$ cat src/rtl/ibex_data_bus_arbiter_if.sv
// Ibex data bus bundle: req/gnt address phase, rvalid/err/rdata response phase.
// Latency: none, this is a signal bundle only.
// Backpressure: the slave side holds off an address phase by withholding gnt.
interface ibex_data_bus;
    logic        req;
    logic        gnt;
    logic [31:0] addr;
    logic        we;
    logic [3:0]  be;
    logic [31:0] wdata;
    logic        rvalid;
    logic        err;
    logic [31:0] rdata;

    modport master (output req, addr, we, be, wdata, input gnt, rvalid, err, rdata);
    modport slave  (input req, addr, we, be, wdata, output gnt, rvalid, err, rdata);
endinterface

$ cat src/rtl/ibex_data_bus_arbiter.sv
// Round-robin 2:1 ibex data bus arbiter, one outstanding transaction in total.
// Latency: zero added cycles on both the address phase and the response path.
// Backpressure: the loser (and everyone during RESP) sees gnt=0 until the bus frees.
// Optional response watchdog: define IBEX_DATA_BUS_ARBITER_TIMEOUT_EN.
module ibex_data_bus_arbiter #(
    parameter int unsigned TIMEOUT_CYCLES = 255
) (
    input logic          clk,
    input logic          rst,
    ibex_data_bus.slave  m0,
    ibex_data_bus.slave  m1,
    ibex_data_bus.master s
);

    typedef enum logic [1:0] {
        IDLE = 2'd0,
        ADDR = 2'd1,
        RESP = 2'd2
    } state_e;

    state_e      state_q, state_d;
    logic        owner_q, owner_d;
    logic        prio_q, prio_d;
    logic        sel;
    logic        owner_req;
    logic        fwd_en;
    logic        fwd_sel;
    logic        rsp_en;
    logic        rsp_vld;
    logic        rsp_err;
    logic [31:0] rsp_rdata;
    logic        timeout_hit;

    // Legal TIMEOUT_CYCLES is 1..65535; an illegal value shows up as this block in the hierarchy.
    if (TIMEOUT_CYCLES == 0 || TIMEOUT_CYCLES > 65535) begin : g_timeout_cycles_out_of_range
    end

`ifdef IBEX_DATA_BUS_ARBITER_TIMEOUT_EN
    localparam logic [15:0] TIMEOUT_LAST = 16'(TIMEOUT_CYCLES - 1);
    logic [15:0] to_cnt_q;

    assign timeout_hit = (state_q == RESP) && !s.rvalid && (to_cnt_q == TIMEOUT_LAST);

    // Count RESP cycles that pass without a slave response; held at zero outside RESP.
    always_ff @(posedge clk) begin
        if (rst || state_q != RESP) begin
            to_cnt_q <= '0;
        end else if (!s.rvalid) begin
            to_cnt_q <= to_cnt_q + 16'd1;
        end
    end
`else
    assign timeout_hit = 1'b0;
`endif

    // A real slave response wins over a same-cycle watchdog expiry.
    assign rsp_vld   = rsp_en && (s.rvalid || timeout_hit);
    assign rsp_err   = s.rvalid ? s.err : 1'b1;
    assign rsp_rdata = s.rvalid ? s.rdata : 32'h0;
    assign owner_req = owner_q ? m1.req : m0.req;

    // Arbitration in IDLE, address-phase lock in ADDR, response wait in RESP.
    always_comb begin
        state_d = state_q;
        owner_d = owner_q;
        prio_d  = prio_q;
        fwd_en  = 1'b0;
        fwd_sel = owner_q;
        rsp_en  = 1'b0;
        sel     = prio_q;
        if (m0.req != m1.req) begin
            sel = m1.req;
        end
        case (state_q)
            IDLE: begin
                if (m0.req || m1.req) begin
                    fwd_en  = 1'b1;
                    fwd_sel = sel;
                    owner_d = sel;
                    state_d = s.gnt ? RESP : ADDR;
                end
            end
            ADDR: begin
                fwd_en = 1'b1;
                if (s.gnt && owner_req) begin
                    state_d = RESP;
                end
            end
            RESP: begin
                rsp_en = 1'b1;
                if (s.rvalid || timeout_hit) begin
                    state_d = IDLE;
                    prio_d  = ~owner_q;
                end
            end
            default: state_d = IDLE;
        endcase
    end

    // Bus steering: selected master's address phase to s, response to the owner; all quiet in reset.
    always_comb begin
        s.req     = 1'b0;
        s.addr    = '0;
        s.we      = 1'b0;
        s.be      = '0;
        s.wdata   = '0;
        m0.gnt    = 1'b0;
        m0.rvalid = 1'b0;
        m0.err    = 1'b0;
        m0.rdata  = '0;
        m1.gnt    = 1'b0;
        m1.rvalid = 1'b0;
        m1.err    = 1'b0;
        m1.rdata  = '0;
        if (!rst) begin
            if (fwd_en) begin
                if (fwd_sel) begin
                    s.req   = m1.req;
                    s.addr  = m1.addr;
                    s.we    = m1.we;
                    s.be    = m1.be;
                    s.wdata = m1.wdata;
                    m1.gnt  = s.gnt && m1.req;
                end else begin
                    s.req   = m0.req;
                    s.addr  = m0.addr;
                    s.we    = m0.we;
                    s.be    = m0.be;
                    s.wdata = m0.wdata;
                    m0.gnt  = s.gnt && m0.req;
                end
            end
            if (rsp_vld) begin
                if (owner_q) begin
                    m1.rvalid = 1'b1;
                    m1.err    = rsp_err;
                    m1.rdata  = rsp_rdata;
                end else begin
                    m0.rvalid = 1'b1;
                    m0.err    = rsp_err;
                    m0.rdata  = rsp_rdata;
                end
            end
        end
    end

    // State, owner and round-robin pointer registers.
    always_ff @(posedge clk) begin
        if (rst) begin
            state_q <= IDLE;
            owner_q <= 1'b0;
            prio_q  <= 1'b0;
        end else begin
            state_q <= state_d;
            owner_q <= owner_d;
            prio_q  <= prio_d;
        end
    end

endmodule

$ cat src/flat_wrapper.sv
// flat-port wrapper written by rule: the top's interface ports become plain ports
module ibex_data_bus_arbiter_flat 
#(
    parameter int unsigned TIMEOUT_CYCLES = 255
)
  (clk, rst, m0_req, m0_addr, m0_we, m0_be, m0_wdata, m0_gnt, m0_rvalid, m0_err, m0_rdata, m1_req, m1_addr, m1_we, m1_be, m1_wdata, m1_gnt, m1_rvalid, m1_err, m1_rdata, s_req, s_addr, s_we, s_be, s_wdata, s_gnt, s_rvalid, s_err, s_rdata);
  ibex_data_bus m0_i ();
  ibex_data_bus m1_i ();
  ibex_data_bus s_i ();
  input logic clk;
  input logic rst;
  input wire logic [$bits(m0_i.req)-1:0] m0_req;
  input wire logic [$bits(m0_i.addr)-1:0] m0_addr;
  input wire logic [$bits(m0_i.we)-1:0] m0_we;
  input wire logic [$bits(m0_i.be)-1:0] m0_be;
  input wire logic [$bits(m0_i.wdata)-1:0] m0_wdata;
  output wire logic [$bits(m0_i.gnt)-1:0] m0_gnt;
  output wire logic [$bits(m0_i.rvalid)-1:0] m0_rvalid;
  output wire logic [$bits(m0_i.err)-1:0] m0_err;
  output wire logic [$bits(m0_i.rdata)-1:0] m0_rdata;
  input wire logic [$bits(m1_i.req)-1:0] m1_req;
  input wire logic [$bits(m1_i.addr)-1:0] m1_addr;
  input wire logic [$bits(m1_i.we)-1:0] m1_we;
  input wire logic [$bits(m1_i.be)-1:0] m1_be;
  input wire logic [$bits(m1_i.wdata)-1:0] m1_wdata;
  output wire logic [$bits(m1_i.gnt)-1:0] m1_gnt;
  output wire logic [$bits(m1_i.rvalid)-1:0] m1_rvalid;
  output wire logic [$bits(m1_i.err)-1:0] m1_err;
  output wire logic [$bits(m1_i.rdata)-1:0] m1_rdata;
  output wire logic [$bits(s_i.req)-1:0] s_req;
  output wire logic [$bits(s_i.addr)-1:0] s_addr;
  output wire logic [$bits(s_i.we)-1:0] s_we;
  output wire logic [$bits(s_i.be)-1:0] s_be;
  output wire logic [$bits(s_i.wdata)-1:0] s_wdata;
  input wire logic [$bits(s_i.gnt)-1:0] s_gnt;
  input wire logic [$bits(s_i.rvalid)-1:0] s_rvalid;
  input wire logic [$bits(s_i.err)-1:0] s_err;
  input wire logic [$bits(s_i.rdata)-1:0] s_rdata;
  assign m0_i.req = m0_req;
  assign m0_i.addr = m0_addr;
  assign m0_i.we = m0_we;
  assign m0_i.be = m0_be;
  assign m0_i.wdata = m0_wdata;
  assign m0_gnt = m0_i.gnt;
  assign m0_rvalid = m0_i.rvalid;
  assign m0_err = m0_i.err;
  assign m0_rdata = m0_i.rdata;
  assign m1_i.req = m1_req;
  assign m1_i.addr = m1_addr;
  assign m1_i.we = m1_we;
  assign m1_i.be = m1_be;
  assign m1_i.wdata = m1_wdata;
  assign m1_gnt = m1_i.gnt;
  assign m1_rvalid = m1_i.rvalid;
  assign m1_err = m1_i.err;
  assign m1_rdata = m1_i.rdata;
  assign s_req = s_i.req;
  assign s_addr = s_i.addr;
  assign s_we = s_i.we;
  assign s_be = s_i.be;
  assign s_wdata = s_i.wdata;
  assign s_i.gnt = s_gnt;
  assign s_i.rvalid = s_rvalid;
  assign s_i.err = s_err;
  assign s_i.rdata = s_rdata;
  ibex_data_bus_arbiter #(.TIMEOUT_CYCLES(TIMEOUT_CYCLES)) u_core (.clk(clk), .rst(rst), .m0(m0_i), .m1(m1_i), .s(s_i));
endmodule
$ cat config.mk
export PLATFORM = sky130hd
export DESIGN_NAME = ibex_data_bus_arbiter_flat
export DESIGN_NICKNAME = d
export VERILOG_FILES = /design/src/rtl/ibex_data_bus_arbiter_if.sv /design/src/rtl/ibex_data_bus_arbiter.sv /design/src/flat_wrapper.sv
export SDC_FILE = /design/constraint.sdc
export NUM_CORES = 1
export LEC_CHECK = 0
export CORE_AREA = 2 2 125 127
export CTS_BUF_LIST = sky130_fd_sc_hd__clkbuf_4 sky130_fd_sc_hd__clkbuf_8
export DETAILED_ROUTE_END_ITERATION = 6
export DIE_AREA = 0 0 127 129
export HOLD_SLACK_MARGIN = 0.08
export MAX_ROUTING_LAYER = met4
export PLACE_DENSITY_LB_ADDON = 0.15
export SYNTH_ARGS = -nofsm -noshare
export SYNTH_HDL_FRONTEND = slang
export SYNTH_SLANG_ARGS = --single-unit
$ cat constraint.sdc
create_clock -name clk -period 1.97 [get_ports clk]
set_clock_uncertainty 0.05 [all_clocks]
set_input_delay 0.2955 -clock clk [delete_from_list [all_inputs] [get_ports clk]]
set_output_delay 0.2955 -clock clk [all_outputs]
set_load 0.02 [all_outputs]
==> results_dict.tcl, run 1 <==
set metrics [dict create \
    rsz0062_at_grt "true" \
    ir_drop_uv 161 \
    ys_warn_count 0 \
    htreeDepth 1 \
    hold_path_class "input port to flop" \
    grt.overflow.total 0 \
    fmax_ghz 0.436 \
    antenna_found_initial 0 \
    stdcell_area_um2 7310 \
    synth_top_area_cell "mux2i_1" \
    setup_tns_ns -27.98 \
    yosys.cell_count.top_type "nand3_1" \
    drtIter0Drc 174 \
    fin_ws_ns -0.325 \
    grt_pass1_wl_um 21800 \
    grt_pass1_vias 4218 \
    finalWirelength_um 15800 \
    max-clock-path-buffers 2 \
    vias 4340 \
    synth_seq_area_share 0.0337 \
    die_x_um 127 \
    first_pass_iters 4 \
    power_frac_comb 0.884 \
    end_kind "primary output" \
    tightest_slew_ns 0.362 \
    area_growth_pct 208 \
    maxSlewViolCount 0 \
    syn-num-nets 573 \
    vias_per_cell 4.59 \
    ys_types 24 \
    leakage_nw 2.97 \
    numPortBuffers 316 \
    core_um2 15000 \
    setup-violations-final 141 \
    clkLatencyLatePin_ns 0.22 \
    status "finished with violations" \
    wl_per_cell_um 16.8 \
    die_area_um2 16400 \
    cp.arrival_ns 1.95 \
    cts_tree "done" \
    drive_gt1_frac 0.437 \
    syn-mean-instance-area_um2 6.03 \
    grt_max_degree 62 \
    numCtsBuffers 3 \
    startpoint_type "flop" \
    sequentialPowerShare 0.041 \
    num_antenna_cells 0 \
    nets 938 \
    placed_cell_area_um2 6000 \
    cts.sinks 4 \
    ant_nets 0 \
    critPathKind "flop to primary output" \
    p_switching_uw 966 \
    synthTopCellsByCount "142 x nand3_1, 73 x mux2i_1, 68 x nor2_1" \
    gp_congestion 0.801 \
    maxSlewHeadroom 0.758 \
    fin_crit_ns 2.29 \
    dp.final_hpwl_um 10400 \
    clkTransAtPathRegs_ns 0.04 \
    start_util 0.159 \
    synthTopCellsByArea "mux2i_1 31%, nand3_1 30%, nor2_1 11%, buf_6 5.7%, nand2_1 5.1%" \
    syn-instance-count 394 \
    finalCritPeriodShare 1.16 \
    synth_top_area_share 0.308 \
    cap_violations 0 \
    root_buffer "clkbuf_8" \
    synthFlopType "dfxtp_1" \
    crit_fanout 7 \
    grt_usage 0.171 \
    switching_share 0.410 \
    ios 317 \
    required_ns 1.62 \
    drcViolationCount 0 \
    async_reset_ff_frac 0 \
    hold_violations 0 \
    violations "negative setup slack" \
    clkPwrFrac 0.075 \
    synth-edff-count 0 \
    p_int_mw 1.39 \
    power_density_nw_per_um2 322 \
    post-place-ws_ns -1.27 \
    rows 45 \
    syn_area_um2 2380 \
    yosys_register_bits 4 \
    die_h_um 129 \
]
==> critical path, stage by stage, from the launching register on <==
cell and delay, ns:
dfxtp_2 0.33, nor3_4 0.23, mux2i_4 0.31, buf_6 0.15
buf_12 0.15, buf_12 0.15, mux2i_2 0.23, buf_4 0.17
==> flip-flops by register name (all words and copies together), names as in the netlist <==
register and count:
u_core.owner_q 1, u_core.state_q 2, u_core.prio_q 1
==> routing by layer <==
metal	up-vias	share of wire	global-route usage
met5	-	0	-
li1	2100	-	-
met2	208	0.55	0.340
met1	2022	0.36	0.176
met3	10	0.074	0.0362
met4	0	0.0096	0.0259
==> power by group through the flow <==
stage	clock, mW	sequential, mW	combinational [mW]
6_report	0.176	0.0971	2.08
5_1_grt	0.188	0.0974	2.21
4_1_cts	0.181	0.0964	1.93
3_5_place_dp	0	0.0943	1.73
3_3_place_gp	0	0.0944	1.72
2_1_floorplan	0	0.0960	0.833
==> worst paths after layout <==
check	start	to	slack, ns	depth (start not counted)
setup / recovery	u_core.state_q[1]$_SDFFE_PP0P_	s_wdata[18]	-0.32	7
hold / removal	m0_req	u_core.state_q[0]$_SDFFE_PP0P_	0.46	4
setup reg to reg	u_core.state_q[0]$_SDFFE_PP0P_	u_core.prio_q$_SDFFE_PP0N_	-0.06	14
hold reg to reg	u_core.prio_q$_SDFFE_PP0N_	u_core.prio_q$_SDFFE_PP0N_	0.52	2
==> logic make-up (layout without fill, tap and decap cells) <==
group | Yosys count | in the layout | synth area share
AOI/OAI and AO/OA | 5 | 5 | 0.0126
and+or+nand+nor | 253 | 253 | 0.488
muxes | 74 | 74 | 0.312
DFF | 4 | 4 | 0.0337
buffers and inverters | 56 | 419 | 0.143
adders and majority gates | 2 | 2 | 0.0105
==> per-stage QoR <==
step | std cells | total power, mW | utilization | hold slack [ns]
final | 945 | 2.36 | 0.488 | 0.465
after global routing | 945 | 2.49 | 0.488 | 0.488
after CTS | 931 | 2.21 | 0.450 | 0.465
after detailed placement | 885 | 1.82 | 0.401 | 0.456
after global placement | 885 | 1.81 | 0.401 | 0.448
after floorplan | 394 | 0.929 | - | 0.317
==> area by class of cell <==
| cell class | count | area, µm² |
|---|---|---|
| Fill cell | 1433 | 7660 |
| Timing Repair Buffer | 411 | 4390 |
| Multi-Input combinational cell | 334 | 2530 |
| Tap cell | 188 | 235 |
| Sequential cell | 4 | 85.1 |
| Clock buffer | 3 | 41.3 |
| Inverter | 5 | 31.3 |
==> what timing repair did <==
item                                    in CTS  in global routing
resized for setup                          832                106
setup buffers                               33                 14
endpoints found under the setup margin     140                141
hold buffers                                 0                  0
endpoints found under the hold margin        0                  0
gates cloned                                10                  9
pin swaps                                    7                  5
==> layout by cell type (no fill, tap or decap), drive strengths merged, types with 2 or more instances in the layout <==
cell	Yosys	routed
buf	37	230
inv	5	4
dfxtp	4	4
nor2b	2	2
ha	2	2
clkbuf	14	9
nor3	2	2
nand2	32	32
nor2	70	70
or3	2	2
nand3	142	142
dlygate4sd2	0	2
a21oi	2	2
mux2i	73	73
clkdlybuf4s50	0	172
No activity file was read; power rests on OpenSTA's default activity.
==> run 2: changes to the inputs <==
- CTS_CLUSTER_DIAMETER: default -> 150
==> results of run 2 <==
No change in the layout: final DEF, timing and power equal those of run 1.
==> run 3: changes to the inputs <==
- CORE_AREA: 2 2 125 127 -> 2 2 124 126
- DIE_AREA: 0 0 127 129 -> 0 0 126 128
- DONT_BUFFER_PORTS: default -> 1
- REMOVE_ABC_BUFFERS: default -> 1
==> run 3 against run 2 <==
The run still ends with negative setup slack left. Cell area down 35%. Via count shrank 19%. Hold slack worse by 0.37 ns. First-iteration DRC count is 9.2% lower.
==> results_dict.tcl, run 3 (synthesis gave the netlist of run 1 again) <==
set metrics [dict create \
    status "finished with violations" \
    violations "negative setup slack" \
    fin_crit_ns 2.22 \
    numPortBuffers 0 \
    fmax_ghz 0.450 \
    grt.overflow.total 0 \
    drtIter0Drc 158 \
    wl_per_cell_um 18.4 \
    power_density_nw_per_um2 352 \
    cts_tree "done" \
    grt_pass1_wl_um 18700 \
    cts.sinks 4 \
    ctsHoldBuffers 0 \
    maxSlewHeadroom 0.786 \
    num_antenna_cells 0 \
    maxSlewViolCount 0 \
    critPathKind "flop to primary output" \
    layout_commonest_cell "nand3_1" \
    largest_reg_flops 2 \
    grt_max_degree 36 \
    hold_path_class "input port to flop" \
    ios 317 \
    largestRegisters "u_core.state_q x2, u_core.owner_q x1, u_core.prio_q x1" \
    htreeDepth 1 \
    fill_cells 1558 \
    hold_violations 0 \
    crit_fanout 8 \
    setup_tns_ns -20.04 \
    start_util 0.160 \
    rows 45 \
    drcViolationCount 0 \
    clkLatencyLatePin_ns 0.22 \
    tightest_slew_ns 0.320 \
    final_cell_mix "141 x nand3_1, 140 x buf_4, 62 x mux2i_1" \
    die_area_um2 16100 \
    core_um2 14900 \
    finalCritPeriodShare 1.13 \
    antenna_found_initial 0 \
    clkTransAtPathRegs_ns 0.03 \
    regMostFlops "u_core.state_q" \
    dpl.cell_count 708 \
    required_ns 1.62 \
    leakage_nw 2.00 \
    nets 730 \
    numCtsBuffers 3 \
    die_h_um 128 \
    post-place-ws_ns -0.236 \
    die_x_um 126 \
    finalWirelength_um 13500 \
    gp_congestion 0.893 \
    ir_drop_uv 169 \
    max-clock-path-buffers 2 \
    vias 3537 \
    holdWs_ns 0.0938 \
    root_buffer "clkbuf_8" \
    end_kind "primary output" \
    dp.final_hpwl_um 9850 \
    grt_usage 0.149 \
    cp.arrival_ns 1.88 \
    area_growth_pct 98.9 \
    drive_gt1_frac 0.512 \
    fin_ws_ns -0.252 \
    setup-violations-final 139 \
    rsz0062_at_grt "true" \
    first_pass_iters 4 \
    vias_per_cell 4.80 \
    finalNonFillerCells 737 \
    grt_pass1_vias 3432 \
    ant_nets 0 \
    startpoint_type "flop" \
    cap_violations 0 \
]
[run 3: cell types whose count changed in the layout (fill, tap and decap cells not counted), moves of 9 or more]
cell             previous run  this run
buf_6                      94        41
clkdlybuf4s50_1           172         0
nor2_2                     13        25
nor2_4                     41        26
buf_4                     104       140
buf_12                     19        10
[run 3: layout make-up]
class	instances	area [µm²]	area share
clock buffer	3	41.3	0.00874
inverter	5	21.3	0.00450
multi-input combinational	334	2320	0.491
sequential	4	82.6	0.0175
tap	188	235	0.0498
timing repair buffer	203	2030	0.429
[run 3: repair_timing]
item | in CTS | in global routing
setup endpoints to repair | 140 | 140
buffers inserted | 14 | 2
pin swaps | 20 | 2
resized for setup | 133 | 13
endpoints found under the hold margin | 0 | 0
gates cloned | 6 | 4
[run 3: per-layer routing]
metal	vias to the layer above	GRT usage	part of all wire
met5	-	-	0
met4	0	0.0265	0.014
met3	14	0.0296	0.094
met2	230	0.294	0.57
met1	1616	0.154	0.32
li1	1677	-	-
[run 3: per-stage QoR]
| step | total power [mW] | cell area, µm² | util |
|---|---|---|---|
| floorplan | 0.897 | 2060 | - |
| global placement | 1.31 | 3760 | 0.253 |
| detailed placement | 1.32 | 3760 | 0.253 |
| CTS | 1.64 | 4560 | 0.307 |
| global route | 1.77 | 4730 | 0.318 |
| finish | 1.66 | 4730 | 0.318 |
[run 3: where the power goes]
part	leakage, nW	switching (mW)	total (mW)	internal (mW)
registers	0.0335	0.00759	0.0972	0.0896
logic	1.95	0.742	1.39	0.649
clock network	0.0216	0.0439	0.174	0.130
total	2.00	0.794	1.66	0.869
[run 3: worst paths after layout]
path,start,endpoint,slack (ns),depth (start not counted)
max,u_core.state_q[0]$_SDFFE_PP0P_,m0_rdata[5],-0.25,7
min,rst,u_core.state_q[1]$_SDFFE_PP0P_,0.09,1
min reg2reg,u_core.prio_q$_SDFFE_PP0N_,u_core.prio_q$_SDFFE_PP0N_,0.55,2
max reg2reg,u_core.state_q[1]$_SDFFE_PP0P_,u_core.owner_q$_SDFF_PP0_,0.56,5
[run 3: worst max-delay path: stages, from the launching register on]
cell and delay, ns:
dfxtp_2 0.33, buf_6 0.11, nand3b_1 0.16, buf_4 0.15, or3_4 0.44, clkbuf_16 0.22, nor2_2 0.09, buf_4 0.15
